File: src/rtl/data_mem_pkg.sv
// Shared constants and types for the data-memory arbiter slice.
package data_mem_pkg;
   localparam int unsigned BASE_ADDR = 1024;
   localparam int unsigned MEM_BYTES = 256;
   localparam int unsigned DATA_W    = 32;

   typedef enum logic [1:0] {IDLE, ACCESS, RESP} state_e;
   typedef logic owner_t;
endpackage

File: src/rtl/rr_arbiter2.sv
// Two-way round-robin pick; the requester that did not win last time wins a tie.
module rr_arbiter2
   import data_mem_pkg::*;
(
   input  logic   req0,
   input  logic   req1,
   input  owner_t last_owner,
   output logic   grant_valid,
   output owner_t grant_id
);
   always_comb begin
      grant_valid = req0 | req1;
      grant_id    = (req0 & req1) ? ~last_owner : req1;
   end
endmodule

File: src/rtl/data_mem_arbiter.sv
// Round-robin arbiter/sequencer for two requesters sharing the byte-addressed
// data memory: latch one request, range-check it, access once, then ack.
module data_mem_arbiter #(
   parameter int unsigned BASE_ADDR = data_mem_pkg::BASE_ADDR,
   parameter int unsigned MEM_BYTES = data_mem_pkg::MEM_BYTES,
   parameter int unsigned DATA_W    = data_mem_pkg::DATA_W
) (
   input  logic              clk,
   input  logic              rst,
   input  logic              m0_req,
   input  logic              m0_we,
   input  logic [DATA_W-1:0] m0_addr,
   input  logic [DATA_W-1:0] m0_wdata,
   output logic              m0_ack,
   output logic              m0_err,
   output logic [DATA_W-1:0] m0_rdata,
   input  logic              m1_req,
   input  logic              m1_we,
   input  logic [DATA_W-1:0] m1_addr,
   input  logic [DATA_W-1:0] m1_wdata,
   output logic              m1_ack,
   output logic              m1_err,
   output logic [DATA_W-1:0] m1_rdata,
   output logic              mem_read,
   output logic              mem_write,
   output logic [DATA_W-1:0] mem_address,
   output logic [DATA_W-1:0] mem_data,
   input  logic [DATA_W-1:0] mem_result,
   output logic              busy,
   output logic              owner
);
   import data_mem_pkg::state_e;
   import data_mem_pkg::owner_t;
   import data_mem_pkg::IDLE;
   import data_mem_pkg::ACCESS;
   import data_mem_pkg::RESP;

   localparam logic [DATA_W-1:0] ADDR_LO = DATA_W'(BASE_ADDR);
   localparam logic [DATA_W-1:0] ADDR_HI = DATA_W'(BASE_ADDR + MEM_BYTES - 4);

   state_e            state_q;
   owner_t            owner_q, last_owner_q;
   logic [DATA_W-1:0] addr_q, wdata_q, rdata_q;
   logic              we_q, err_q;

   logic              grant_valid;
   owner_t            grant_id;
   logic [DATA_W-1:0] sel_addr, sel_wdata;
   logic              sel_we, addr_ok;

   rr_arbiter2 u_arb (
      .req0        (m0_req),
      .req1        (m1_req),
      .last_owner  (last_owner_q),
      .grant_valid (grant_valid),
      .grant_id    (grant_id)
   );

   always_comb begin
      sel_addr  = grant_id ? m1_addr  : m0_addr;
      sel_wdata = grant_id ? m1_wdata : m0_wdata;
      sel_we    = grant_id ? m1_we    : m0_we;
      addr_ok   = (sel_addr >= ADDR_LO) && (sel_addr <= ADDR_HI) && (sel_addr[1:0] == 2'b00);
   end

   // last_owner resets to 1 so requester 0 wins the first tie.
   always_ff @(posedge clk or negedge rst) begin
      if (!rst) begin
         state_q      <= IDLE;
         owner_q      <= 1'b0;
         last_owner_q <= 1'b1;
         addr_q       <= '0;
         wdata_q      <= '0;
         we_q         <= 1'b0;
         err_q        <= 1'b0;
         rdata_q      <= '0;
      end else begin
         case (state_q)
            IDLE: if (grant_valid) begin
               owner_q      <= grant_id;
               last_owner_q <= grant_id;
               addr_q       <= sel_addr;
               wdata_q      <= sel_wdata;
               we_q         <= sel_we;
               err_q        <= ~addr_ok;
               rdata_q      <= '0;
               state_q      <= addr_ok ? ACCESS : RESP;
            end
            ACCESS: begin
               rdata_q <= we_q ? '0 : mem_result;
               state_q <= RESP;
            end
            RESP:    state_q <= IDLE;
            default: state_q <= IDLE;
         endcase
      end
   end

   logic in_acc, in_resp;

   always_comb begin
      in_acc      = (state_q == ACCESS);
      in_resp     = (state_q == RESP);
      mem_read    = in_acc & ~we_q;
      mem_write   = in_acc &  we_q;
      mem_address = in_acc ? addr_q  : '0;
      mem_data    = in_acc ? wdata_q : '0;
      m0_ack      = in_resp & ~owner_q;
      m1_ack      = in_resp &  owner_q;
      m0_err      = m0_ack & err_q;
      m1_err      = m1_ack & err_q;
      m0_rdata    = m0_ack ? rdata_q : '0;
      m1_rdata    = m1_ack ? rdata_q : '0;
      busy        = (state_q != IDLE);
      owner       = owner_q;
   end
endmodule

File: config.mk
export PLATFORM = sky130hd
export DESIGN_NAME = data_mem_arbiter
export DESIGN_NICKNAME = d
export VERILOG_FILES = /design/src/rtl/data_mem_pkg.sv /design/src/rtl/rr_arbiter2.sv /design/src/rtl/data_mem_arbiter.sv
export SDC_FILE = /design/constraint.sdc
export NUM_CORES = 1
export LEC_CHECK = 0
export CAP_MARGIN = 25
export CELL_PAD_IN_SITES_DETAIL_PLACEMENT = 0
export CELL_PAD_IN_SITES_GLOBAL_PLACEMENT = 1
export CORE_MARGIN = 2
export CORE_UTILIZATION = 28
export CTS_CLUSTER_DIAMETER = 80
export DETAILED_ROUTE_END_ITERATION = 7
export HOLD_SLACK_MARGIN = 0.03
export PLACE_DENSITY = 0.87
export REMOVE_ABC_BUFFERS = 1
export SLEW_MARGIN = 15
export SYNTH_ARGS = -nofsm -noshare
export SYNTH_HDL_FRONTEND = slang
export SYNTH_SLANG_ARGS = --single-unit
File: constraint.sdc
create_clock -name clk -period 1.75 [get_ports clk]
set_clock_uncertainty 0.15 [all_clocks]
set_input_delay 0.35 -clock clk [delete_from_list [all_inputs] [get_ports clk]]
set_output_delay 0.35 -clock clk [all_outputs]
set_load 0.02 [all_outputs]
==> impl_metrics.yaml <==
worst_setup_path:
  cp-start-kind: "flop"
  worstPathArrival_ps: 1660
  critPathBufInv: 2
  critPathMaxStageDelay_ps: 450
  critPathSlowestCell: "dfrtp_2"
  path_delay_family: "buffers and inverters"
  crit_chain: "nor3b_2 -> buf_12 -> and2_1 -> clkdlybuf4s15_2"
  path_class: "flop to primary output"
  endpoint_kind: "primary output"
  cp_max_fo: 34
  worstPathRequired_ps: 1250
synth:
  ys.warnings.count: 0
  netlist_area_um2: 5360
  netlist_instances: 543
  avgSynthCellArea_um2: 9.87
  synth_cell_types: 29
  ys_seq_area_share_pct: 47.6
  ys_ff_latch: 102
detailed_routing:
  post_drt_wl_per_cell_um: 18.0
  postRouteWirelength_um: 20800
  drt_iter0_markers: 133
  vias_per_cell: 4.66
  drc_errors: 0
  final_antenna_net_count: 0
  num_vias: 5376
  drt-pass1-iter-count: 4
sta:
  finalHoldViolations: 0
  hold_ws_ps: 262
  fin_crit_sh_pct: 124
  timing.final.max_slew_violations: 0
  rsz0062_at_grt: "yes"
  min_period_ps: 2160
  slew_headroom_pct: 81.5
  setup_ws_ps: -413
  setup_viol: 135
  worst_pin_slew_ps: 275
  fmax_mhz: 462
floorplanning:
  fp.coreArea_um2: 18800
  die_h_um: 142
  initial_utilization_pct: 28.6
  die_area_um2: 20300
  ioPinCount: 302
  die_x_um: 142
  rows: 50
outcome:
  violations: "setup timing"
  status: "finished with violations"
clock_tree:
  cts_tree: "done"
  path_clk_slew_ps: 70
  clock-sinks: 102
  clk_path_buf_depth: 2
  cts_root_buffer: "clkbuf_16"
  h-tree-depth: 3
  clk_latency_ps: 350
  cts_buffers: 9
global_route:
  antenna_found_initial: 0
  grt_util_all_layers_pct: 17.1
  grt_use_met2_pct: 30.1
  met1_usage_pct: 20.7
  grt_overflow: 0
  grt_busiest_layer: "met2"
  grt_pass1_wl_um: 26900
  grt_pass1_vias: 5062
  grtUsageMet3_pct: 4.64
  grt_start_max_net_pins: 59
power:
  irDropWorstVdd_mv: 0.418
  p_per_area_nw_per_um2: 677
  cellLeakagePower_uw: 0.00465
min_path:
  hp-class: "input port to async pin"
finish:
  final_common_cell: "clkdlybuf4s50_1"
  postLayoutCellArea_um2: 10300
  areaGrowthSynthToFinish_pct: 91.5
  fillers: 1686
  drive_gt1_share_pct: 34.9
  antennaDiodeCount: 0
  final_cell_mix: "clkdlybuf4s50_1, dfrtp_1, buf_4, and2_1, buf_6"
  nets: 1080
place:
  placedInstanceArea_um2: 9090
  dp_slack_ps: -449
  io_buffers: 301
  place_congestion: 0.845
  place_hpwl_um: 13700
flow_run:
  drv_cap: 0
==> per-stage QoR <==
| step | util (%) | power (µW) | instances | TNS, ps |
|---|---|---|---|---|
| global route | 54.7 | 7320 | 1153 | -56290 |
| detailed placement | 48.4 | 4510 | 1097 | -77820 |
| floorplan | - | 3620 | 500 | -446990 |
| finish | 54.7 | 6950 | 1153 | -45300 |
| CTS | 50.8 | 6620 | 1114 | -53460 |
| global placement | 48.4 | 4470 | 1097 | -75740 |
==> state kept, by name, summed over array words and instances (netlist names) <==
name / cells
addr_q: 32
err_q: 1
last_owner_q: 1
owner: 1
rdata_q: 32
state_q: 2
wdata_q: 32
we_q: 1
==> kinds of logic (layout without fill, tap and decap cells) <==
logic type	after synthesis	after routing	share of synthesized area, %
flip-flops	102	102	47.6
AND/OR/NAND/NOR	225	225	23.0
buffers and inverters	45	420	4.79
multiplexers	66	66	12.3
AO/OA/AOI/OAI	105	106	12.2
==> power breakdown <==
group | total, µW | internal [µW] | switching, µW
Clock | 2090 | 1150 | 938
Combinational | 1990 | 1140 | 856
Sequential | 2870 | 2690 | 184
Total | 6950 | 4970 | 1980
==> path summary, 6_finish.rpt <==
kind | cells after the start | to | start | slack [ps]
min in group clk | 3 | addr_q[31] | m0_addr[31] | 260
max | 4 | m0_rdata[27] | state_q[0] | -410
min | 2 | rdata_q[6] | rst | 260
max reg2reg | 9 | wdata_q[13] | state_q[1] | 0
max in group asynchronous | 3 | last_owner_q | rst | 630
min reg2reg | 1 | rdata_q[21] | rdata_q[21] | 360
==> Yosys cell counts, drive strengths merged <==
master	n	area share, %
a21boi	1	0.14
a21oi	66	6.2
a22o	32	5.2
a31oi	3	0.35
and2	131	15
and3	1	0.12
buf	29	3.5
clkbuf	14	1.1
dfrtp	101	47
dfstp	1	0.49
inv	2	0.14
mux2i	66	12
nand2	1	0.070
nand2b	1	0.12
nand3	1	0.093
nand4	3	0.35
nor2	70	4.9
nor2b	1	0.12
nor3	1	0.093
nor3b	2	0.28
nor4	10	1.2
nor4b	2	0.33
o21a	1	0.14
o21ai	2	0.19
or2	1	0.12
==> layer usage <==
metal / vias to the layer above / part of all wire, %
met5: - / 0
met3: 19 / 6.2
met1: 2537 / 42
li1: 2602 / -
met2: 218 / 50
met4: 0 / 1.6
==> timing repair <==
item                                    CTS  global route
gates resized for setup                 523           260
endpoints found under the setup margin  169           236
hold buffers                              1             0
cloned                                    0            18
buffers inserted                          0            21
pin swaps                                 1            28
hold endpoints to repair                101             0
==> worst register-to-register path: cells and delay by family, from the launching register on <==
kind                   cells  cell delay (ps)
AND/OR/NAND/NOR            2              150
AO/OA/AOI/OAI              2              310
buffers and inverters      5              670
flip-flops                 1              400
==> final cells by class <==
type / count / area (µm²) / area share (%)
flip-flops and latches: 102 / 2550 / 24.9
repair buffers: 402 / 4300 / 41.9
inverters: 2 / 7.51 / 0.0731
multi-input cells: 397 / 2810 / 27.4
clock buffers: 11 / 243 / 2.36
clock inverters: 5 / 58.8 / 0.573
well taps: 234 / 293 / 2.85
(Power assumes the default switching activity.)
